$ cat src/rtl/gate_tester_if.sv
// gate_tester_if: bundles the signals between gate_tester and its environment.
//   start, op      run request and expected gate function (environment -> tester)
//   y_dut          output of the gate under test (gate -> tester)
//   stim           gate input vector (tester -> gate), bit 0 -> a, bit 1 -> b, ...
//   busy, done     run in progress / one-cycle end-of-run pulse
//   pass           last completed run had zero mismatches
//   err_count      mismatches in the current or last run
//   first_fail     stim value of the first mismatch, valid when first_fail_vld
// The master modport belongs to the side that issues runs and models the gate;
// the slave modport belongs to gate_tester.
interface gate_tester_if #(
    parameter int N_IN = 2
);
    logic            start;
    logic [2:0]      op;
    logic            y_dut;
    logic [N_IN-1:0] stim;
    logic            busy;
    logic            done;
    logic            pass;
    logic [N_IN:0]   err_count;
    logic [N_IN-1:0] first_fail;
    logic            first_fail_vld;

    modport master (
        output start, op, y_dut,
        input  stim, busy, done, pass, err_count, first_fail, first_fail_vld
    );

    modport slave (
        input  start, op, y_dut,
        output stim, busy, done, pass, err_count, first_fail, first_fail_vld
    );
endinterface

$ cat src/rtl/gate_tester.sv
// gate_tester: exhaustive stimulus/response checker for a combinational gate.
// Walks stim through 0 .. 2^N_IN-1, holds each vector SETTLE cycles, samples
// y_dut on the last cycle of each vector and compares it with the selected
// reduction function (op: 0 AND, 1 OR, 2 NAND, 3 NOR, 4 XOR, 5 XNOR, 6/7 -> 0).
// Ports:
//   clk    rising-edge clock
//   rst_n  asynchronous active-low reset
//   bus    gate_tester_if slave modport (see gate_tester_if.sv)
module gate_tester #(
    parameter int N_IN   = 2,
    parameter int SETTLE = 2
) (
    input logic          clk,
    input logic          rst_n,
    gate_tester_if.slave bus
);
    typedef enum logic [1:0] {IDLE, RUN, DONE} state_t;

    localparam int                CNT_W     = (SETTLE > 1) ? $clog2(SETTLE) : 1;
    localparam logic [CNT_W-1:0]  CNT_LOAD  = CNT_W'(SETTLE - 1);
    localparam logic [N_IN-1:0]   STIM_LAST = '1;

    state_t          state_q, state_d;
    logic [2:0]      op_q;
    logic [CNT_W-1:0] cnt_q;
    logic [N_IN-1:0] stim_q;
    logic            busy_q, done_q, pass_q;
    logic [N_IN:0]   err_q;
    logic [N_IN-1:0] ff_q;
    logic            ffv_q;

    logic            sample_edge;
    logic            last_vec;
    logic            expected;
    logic            mismatch;
    logic [N_IN:0]   err_next;

    function automatic logic exp_fn(input logic [2:0] f, input logic [N_IN-1:0] v);
        case (f)
            3'd0:    return  (&v);
            3'd1:    return  (|v);
            3'd2:    return ~(&v);
            3'd3:    return ~(|v);
            3'd4:    return  (^v);
            3'd5:    return ~(^v);
            default: return 1'b0;
        endcase
    endfunction

    assign sample_edge = (state_q == RUN) && (cnt_q == '0);
    assign last_vec    = (stim_q == STIM_LAST);
    assign expected    = exp_fn(op_q, stim_q);
    assign mismatch    = sample_edge && (bus.y_dut != expected);
    // err_next includes the final vector's mismatch so pass reflects the full run.
    assign err_next    = err_q + (N_IN+1)'(mismatch);

    // NOTE: sequential state uses non-blocking assignments so every register
    // samples pre-edge values regardless of statement order.
    always_ff @(posedge clk or negedge rst_n) begin
        if (!rst_n) state_q <= IDLE;
        else        state_q <= state_d;
    end

    // NOTE: next state gets its default first, so no path leaves it unassigned
    // and no latch is inferred.
    always_comb begin
        state_d = state_q;
        case (state_q)
            IDLE:    if (bus.start) state_d = RUN;
            RUN:     if (sample_edge && last_vec) state_d = DONE;
            DONE:    state_d = IDLE;
            default: state_d = IDLE;
        endcase
    end

    always_ff @(posedge clk or negedge rst_n) begin
        if (!rst_n) begin
            op_q   <= '0;
            cnt_q  <= '0;
            stim_q <= '0;
            busy_q <= 1'b0;
            done_q <= 1'b0;
            pass_q <= 1'b0;
            err_q  <= '0;
            ff_q   <= '0;
            ffv_q  <= 1'b0;
        end else begin
            case (state_q)
                IDLE: begin
                    if (bus.start) begin
                        op_q   <= bus.op;
                        stim_q <= '0;
                        cnt_q  <= CNT_LOAD;
                        err_q  <= '0;
                        ff_q   <= '0;
                        ffv_q  <= 1'b0;
                        pass_q <= 1'b0;
                        busy_q <= 1'b1;
                    end
                end
                RUN: begin
                    if (cnt_q != '0) begin
                        cnt_q <= cnt_q - CNT_W'(1);
                    end else begin
                        err_q <= err_next;
                        if (mismatch && !ffv_q) begin
                            ff_q  <= stim_q;
                            ffv_q <= 1'b1;
                        end
                        if (last_vec) begin
                            // stim stays at all ones until the next accepted start.
                            busy_q <= 1'b0;
                            done_q <= 1'b1;
                            pass_q <= (err_next == '0);
                        end else begin
                            stim_q <= stim_q + N_IN'(1);
                            cnt_q  <= CNT_LOAD;
                        end
                    end
                end
                DONE: done_q <= 1'b0;
                default: ;
            endcase
        end
    end

    assign bus.stim           = stim_q;
    assign bus.busy           = busy_q;
    assign bus.done           = done_q;
    assign bus.pass           = pass_q;
    assign bus.err_count      = err_q;
    assign bus.first_fail     = ff_q;
    assign bus.first_fail_vld = ffv_q;
endmodule

$ cat src/flat_wrapper.sv
// flat-port wrapper written by rule: the top's interface ports become plain ports
module gate_tester_flat 
#(
    parameter int N_IN   = 2,
    parameter int SETTLE = 2
)
  (clk, rst_n, bus_start, bus_op, bus_y_dut, bus_stim, bus_busy, bus_done, bus_pass, bus_err_count, bus_first_fail, bus_first_fail_vld);
  gate_tester_if #(.N_IN(N_IN)) bus_i ();
  input logic clk;
  input logic rst_n;
  input wire logic [$bits(bus_i.start)-1:0] bus_start;
  input wire logic [$bits(bus_i.op)-1:0] bus_op;
  input wire logic [$bits(bus_i.y_dut)-1:0] bus_y_dut;
  output wire logic [$bits(bus_i.stim)-1:0] bus_stim;
  output wire logic [$bits(bus_i.busy)-1:0] bus_busy;
  output wire logic [$bits(bus_i.done)-1:0] bus_done;
  output wire logic [$bits(bus_i.pass)-1:0] bus_pass;
  output wire logic [$bits(bus_i.err_count)-1:0] bus_err_count;
  output wire logic [$bits(bus_i.first_fail)-1:0] bus_first_fail;
  output wire logic [$bits(bus_i.first_fail_vld)-1:0] bus_first_fail_vld;
  assign bus_i.start = bus_start;
  assign bus_i.op = bus_op;
  assign bus_i.y_dut = bus_y_dut;
  assign bus_stim = bus_i.stim;
  assign bus_busy = bus_i.busy;
  assign bus_done = bus_i.done;
  assign bus_pass = bus_i.pass;
  assign bus_err_count = bus_i.err_count;
  assign bus_first_fail = bus_i.first_fail;
  assign bus_first_fail_vld = bus_i.first_fail_vld;
  gate_tester #(.N_IN(N_IN), .SETTLE(SETTLE)) u_core (.clk(clk), .rst_n(rst_n), .bus(bus_i));
endmodule
$ cat config.mk
export PLATFORM = sky130hd
export DESIGN_NAME = gate_tester_flat
export DESIGN_NICKNAME = d
export VERILOG_FILES = /design/src/rtl/gate_tester_if.sv /design/src/rtl/gate_tester.sv /design/src/flat_wrapper.sv
export SDC_FILE = /design/constraint.sdc
export NUM_CORES = 1
export LEC_CHECK = 0
export BUFFER_PORTS_ARGS = -buffer_cell sky130_fd_sc_hd__buf_2
export CAP_MARGIN = 40
export CORE_MARGIN = 3
export CORE_UTILIZATION = 51
export DETAILED_ROUTE_END_ITERATION = 8
export PLACE_DENSITY = 0.75
export REMOVE_ABC_BUFFERS = 1
export SLEW_MARGIN = 10
export SYNTH_ARGS = -nofsm -noshare
export SYNTH_HDL_FRONTEND = slang
export SYNTH_SLANG_ARGS = --single-unit
$ cat constraint.sdc
create_clock -name clk -period 5.18 [get_ports clk]
set_input_delay 0.259 -clock clk [delete_from_list [all_inputs] [get_ports clk]]
set_output_delay 0.259 -clock clk [all_outputs]
set_load 0.03 [all_outputs]
==> results.sh, run 1 <==
export IMPL_finalWirelength_um=1680
export IMPL_gp_congestion=0.773
export IMPL_grt_pass1_vias=635
export IMPL_num_rows=14
export IMPL_cp_end_kind="flip-flop"
export IMPL_worst_setup_path_start_kind="flip-flop"
export IMPL_hold_path_class="in2reg"
export IMPL_drive_gt1_frac=0.245
export IMPL_fmax_ghz=0.364
export IMPL_die_w_um=46.8
export IMPL_synthCells=85
export IMPL_synth_top_area_frac=0.501
export IMPL_rsz0062_at_grt="no"
export IMPL_clkLatencyLatePin_ns=0.29
export IMPL_n_antenna_cell=0
export IMPL_arrival_ns=2.98
export IMPL_clkSinkCount=17
export IMPL_maxCapViolCount=0
export IMPL_cts_resized=0
export IMPL_dieArea_um2=2190
export IMPL_syn_avg_cell_area_um2=9.99
export IMPL_firstDrtPassIters=4
export IMPL_synth_edf_count=0
export IMPL_die_h_um=46.8
export IMPL_total_power_w=0.000666
export IMPL_grt_max_degree=18
export IMPL_crit_type="reg2reg"
export IMPL_synth_area_um2=850
export IMPL_hold_violations=0
export IMPL_first_iter_violations=13
export IMPL_core_um2=1540
export IMPL_synth_distinct_cells=26
export IMPL_setup_violations_final=0
export IMPL_initial_core_util=0.551
export IMPL_synthTopCellsByArea="dfrtp_1 (50%), nand2_1 (8.0%), ha_1 (5.9%)"
export IMPL_finalSetupTns_ns=0
export IMPL_grt_use_total=0.174
export IMPL_vias_per_cell=5.56
export IMPL_fin_crit_sh=0.531
export IMPL_ys_top_cells_by_count="nand2_1 (18), dfrtp_1 (17), inv_1 (7), a22o_1 (5), nor2_1 (5)"
export IMPL_synthArstFlopShare=1.00
export IMPL_layout_nets=118
export IMPL_crit_path_max_fanout=5
export IMPL_ys_flop_type="dfrtp_1"
export IMPL_grt_overflow=0
export IMPL_status="completed"
export IMPL_vias=678
export IMPL_worst_slew_pin_transition_ns=0.591
export IMPL_cts_buffer_depth=2
export IMPL_p_per_area_nw_per_um2=675
export IMPL_antenna_found_initial=0
export IMPL_area_delta_synth_final_pct=16.2
export IMPL_cts_htree_levels=1
export IMPL_ant_nets=0
export IMPL_ios=18
export IMPL_ys_seq_area_frac=0.501
export IMPL_clkSlewWorstSetupHoldPaths_ns=0.09
export IMPL_dp_hpwl_um=1250
export IMPL_period_minus_slack_ns=2.75
export IMPL_numCtsBuffers=3
export IMPL_fin_worst_skew_ns=0.00257
export IMPL_drv_slew=0
export IMPL_place_inst=117
export IMPL_p_leak_nw=0.534
export IMPL_grt_pass1_wl_um=2620
export IMPL_synth_most_common_cell="nand2_1"
export IMPL_vdd_drop_max_mv=0.374
export IMPL_yosys_warnings=0
export IMPL_fin_cells=122
export IMPL_critPathRequiredTime_ns=5.41
export IMPL_cts_tree="yes"
export IMPL_ys_ff_latch=17
export IMPL_cts_root_buf="clkbuf_4"
export IMPL_wl_per_cell_um=13.8
export IMPL_drc_errors=0
export IMPL_portBuffers=17
export IMPL_relSlewSlack=0.602
export IMPL_yosysTopAreaCell="dfrtp_1"
[metal layers]
| layer | vias to the layer above | global-route usage | share of wire | routed length [um] |
|---|---|---|---|---|
| li1 | 337 | - | - | - |
| met1 | 318 | 0.225 | 0.45 | 762 |
| met2 | 18 | 0.268 | 0.47 | 797 |
| met3 | 5 | 0.0230 | 0.044 | 74 |
| met4 | 0 | 0.122 | 0.027 | 45 |
| met5 | - | 0 | 0 | 0 |
[cells in the final DEF, fill, tap and decap left out, drive strengths merged]
cell	n
a21oi	2
a22o	5
a31o	1
a31oi	2
a32oi	1
and2	1
buf	17
clkbuf	4
dfrtp	17
dlygate4sd3	1
ha	4
inv	7
mux2i	3
nand2	18
nand3	1
nand3b	2
nand4	1
nor2	5
nor2b	1
nor3b	1
nor4	1
o21ai	4
o31ai	1
or2	1
or2b	1
or4	1
or4b	1
xor2	2
[area by class of cell]
cell class | instances | area (um^2)
multi-input cells | 60 | 394
repair buffers | 18 | 95.1
inverters | 7 | 26.3
well taps | 16 | 20.0
clock buffers | 4 | 26.3
flip-flops and latches | 17 | 425
fillers | 132 | 554
[flip-flops by register name, summed over array words and instances, names as in the netlist]
name	flops
u_core.bus.busy	1
u_core.bus.done	1
u_core.bus.err_count	3
u_core.bus.first_fail	2
u_core.bus.first_fail_vld	1
u_core.bus.pass	1
u_core.bus.stim	2
u_core.cnt_q	1
u_core.op_q	3
u_core.state_q	2
[cells by family after synthesis]
group	synth area share
AO/OA/AOI/OAI	0.131
XOR/XNOR	0.0206
adder cells (fa/ha/maj)	0.0589
buffers and inverters	0.0353
flip-flops	0.501
multiplexers	0.0353
AND/OR/NAND/NOR	0.218
[worst paths after layout]
check / slack, ns / endpoint / start / depth (start not counted)
max reg2reg: 2.43 / u_core.bus.pass / u_core.bus.stim[0] / 13
max in group asynchronous: 4.51 / u_core.state_q[0] / rst_n / 2
min reg2reg: 0.49 / u_core.bus.busy / u_core.bus.busy / 2
min: 0.15 / u_core.op_q[1] / bus_op[1] / 3
min in group asynchronous: 0.40 / u_core.bus.first_fail[1] / rst_n / 2
max: 2.43 / u_core.bus.pass / u_core.bus.stim[0] / 13
[worst max-delay path, cell delays in order, from the launching register on]
cell and delay (ns):
dfrtp_1 0.42, inv_1 0.08, ha_1 0.18, and2_2 0.19
or4_4 0.42, a31oi_1 0.22, or2b_1 0.14, nor2_1 0.05
ha_1 0.18, ha_1 0.22, xor2_1 0.17, nor4_1 0.24
a21oi_1 0.07, nor2_1 0.10
[where the power goes]
part	leakage (nW)	switching, W	internal [W]
clock	0.0150	0.0000402	0.0000300
sequential	0.208	0.0000543	0.000190
combinational	0.311	0.000212	0.000139
[timing repair]
action                    CTS  global route
setup buffers               0             0
hold buffers                1             0
hold endpoints to repair   17             0
[through the flow]
stage / setup WS [ns] / hold slack, ns / area (um^2) / util
floorplan: 2.42 / -0.0366 / 846 / -
global placement: 2.59 / 0.201 / 951 / 0.617
detailed placement: 2.46 / 0.202 / 951 / 0.617
CTS: 2.43 / 0.139 / 987 / 0.640
global route: 2.30 / 0.150 / 987 / 0.640
finish: 2.43 / 0.149 / 987 / 0.640
No activity file was read; power rests on OpenSTA's default activity.
==> inputs of run 2 (changes only) <==
==> constraint.sdc (replaced) <==
create_clock -name clk -period 2.8 [get_ports clk]
set_input_delay 0.14 -clock clk [delete_from_list [all_inputs] [get_ports clk]]
set_output_delay 0.14 -clock clk [all_outputs]
set_load 0.03 [all_outputs]
==> run 2 against run 1 <==
- worst hold slack lost 0.12 ns
- clock skew shrank 0.0017 ns
- largest power group unchanged
- critical path depth shrank 2
- critical path type unchanged
- clock-buffer cell count is the same
==> results.sh, run 2 (synthesis gave the netlist of run 1 again) <==
export IMPL_vias=687
export IMPL_cts_root_buf="clkbuf_4"
export IMPL_layout_nets=120
export IMPL_worst_slew_pin_transition_ns=0.664
export IMPL_antenna_found_initial=0
export IMPL_grt_max_degree=18
export IMPL_crit_path_max_incr_delay_ns=0.42
export IMPL_die_h_um=46.8
export IMPL_relSlewSlack=0.556
export IMPL_cts_tree="yes"
export IMPL_wl_per_cell_um=13.0
export IMPL_cts_buffer_depth=2
export IMPL_layout_commonest_cell="nand2_1"
export IMPL_grt_overflow=0
export IMPL_num_rows=14
export IMPL_clkSinkCount=17
export IMPL_cts_resized=0
export IMPL_final_cell_mix="nand2_1 (18), buf_2 (17), dfrtp_1 (17)"
export IMPL_holdWs_ns=0.0296
export IMPL_cp_end_kind="flip-flop"
export IMPL_arrival_ns=2.83
export IMPL_rsz0062_at_grt="no"
export IMPL_first_iter_violations=5
export IMPL_hold_path_class="in2reg"
export IMPL_fin_worst_skew_ns=0.000847
export IMPL_crit_chain="inv_1, ha_1, and2_2, or4_4, a31oi_1, or2b_1, nor2_1, ha_1, ha_1, a22o_1, a22o_1"
export IMPL_setup_violations_final=0
export IMPL_fmax_ghz=0.378
export IMPL_dp_hpwl_um=1200
export IMPL_vias_per_cell=5.54
export IMPL_place_area_um2=958
export IMPL_met2_usage=0.252
export IMPL_grtUsageMet3=0.0345
export IMPL_crit_top_cell="ha_1"
export IMPL_p_per_area_nw_per_um2=1250
export IMPL_grt_pass1_wl_um=2620
export IMPL_period_minus_slack_ns=2.64
export IMPL_core_um2=1540
export IMPL_maxCapViolCount=0
export IMPL_drive_gt1_frac=0.259
export IMPL_numCtsBuffers=3
export IMPL_grt_most_used_layer="met2"
export IMPL_crit_slowest_cell="or4_4"
export IMPL_drv_slew=0
export IMPL_clkLatencyLatePin_ns=0.29
export IMPL_hold_violations=0
export IMPL_crit_type="reg2reg"
export IMPL_critPathRequiredTime_ns=2.99
export IMPL_finalWirelength_um=1610
export IMPL_ios=18
export IMPL_area_delta_synth_final_pct=18.0
export IMPL_grt_pass1_vias=638
export IMPL_crit_path_max_fanout=3
export IMPL_portBuffers=17
export IMPL_fin_crit_sh=0.944
export IMPL_finalSetupTns_ns=0
export IMPL_fin_area_um2=1000
export IMPL_grt_use_total=0.167
export IMPL_n_antenna_cell=0
export IMPL_firstDrtPassIters=4
export IMPL_clkSlewWorstSetupHoldPaths_ns=0.10
export IMPL_worst_setup_path_start_kind="flip-flop"
export IMPL_gp_congestion=0.745
export IMPL_fillers=128
export IMPL_vdd_drop_max_mv=0.553
export IMPL_die_w_um=46.8
export IMPL_dieArea_um2=2190
export IMPL_cts_htree_levels=1
export IMPL_p_leak_nw=0.545
export IMPL_met1_usage=0.235
export IMPL_status="completed"
export IMPL_ant_nets=0
export IMPL_drc_errors=0
export IMPL_initial_core_util=0.551
[run 2: changes by cell type in the layout (fill, tap and decap cells not counted), sizes merged]
cell,change
buf,+2
[run 2: repair_timing]
action,4_1_cts,5_1_grt
buffers inserted,0,1
hold buffers,1,0
setup endpoints to repair,0,3
endpoints found under the hold margin,17,0
[run 2: worst paths after layout]
kind,start,end,slack (ns),depth (start not counted)
max,u_core.bus.stim[0],u_core.bus.err_count[1],0.16,11
min,bus_op[1],u_core.op_q[1],0.03,3
max reg2reg,u_core.bus.stim[0],u_core.bus.err_count[1],0.16,11
min reg2reg,u_core.bus.busy,u_core.bus.busy,0.49,2
max in group asynchronous,rst_n,u_core.bus.stim[1],2.24,2
min in group asynchronous,rst_n,u_core.bus.err_count[1],0.29,2
[run 2: metal layers]
metal  vias to the layer above  wire length [um]
met2                        18               723
met3                         5                80
met1                       320               784
li1                        344                 -
met5                         -                 0
met4                         0                24
[run 2: layout make-up]
cell class	count	area (um^2)	share of cell area
well taps	16	20.0	0.0200
repair buffers	20	110	0.110
inverters	7	26.3	0.0262
clock buffers	4	26.3	0.0262
flip-flops and latches	17	425	0.424
multi-input cells	60	394	0.393
[run 2: power by group]
| part | switching (W) | total, W | internal [W] |
|---|---|---|---|
| logic | 0.000399 | 0.000672 | 0.000273 |
| clock network | 0.0000777 | 0.000133 | 0.0000555 |
| registers | 0.0000945 | 0.000447 | 0.000352 |
[run 2: worst max-delay path, delay by kind of cell, from the launching register on]
kind,cells,cell delay (ns)
AOI/OAI and AO/OA,3,0.64
DFF,1,0.38
and+or+nand+nor,4,0.79
adders and majority gates,3,0.67
buffers and inverters,1,0.07
[run 2: through the flow]
stage	util	cells	setup WS, ns	total power (W)
2_1_floorplan	-	84	0.0430	0.000942
3_3_place_gp	0.622	118	0.155	0.00109
3_5_place_dp	0.622	118	0.114	0.00111
4_1_cts	0.645	123	0.0869	0.00125
5_1_grt	0.650	124	0.0206	0.00135
6_report	0.650	124	0.157	0.00125
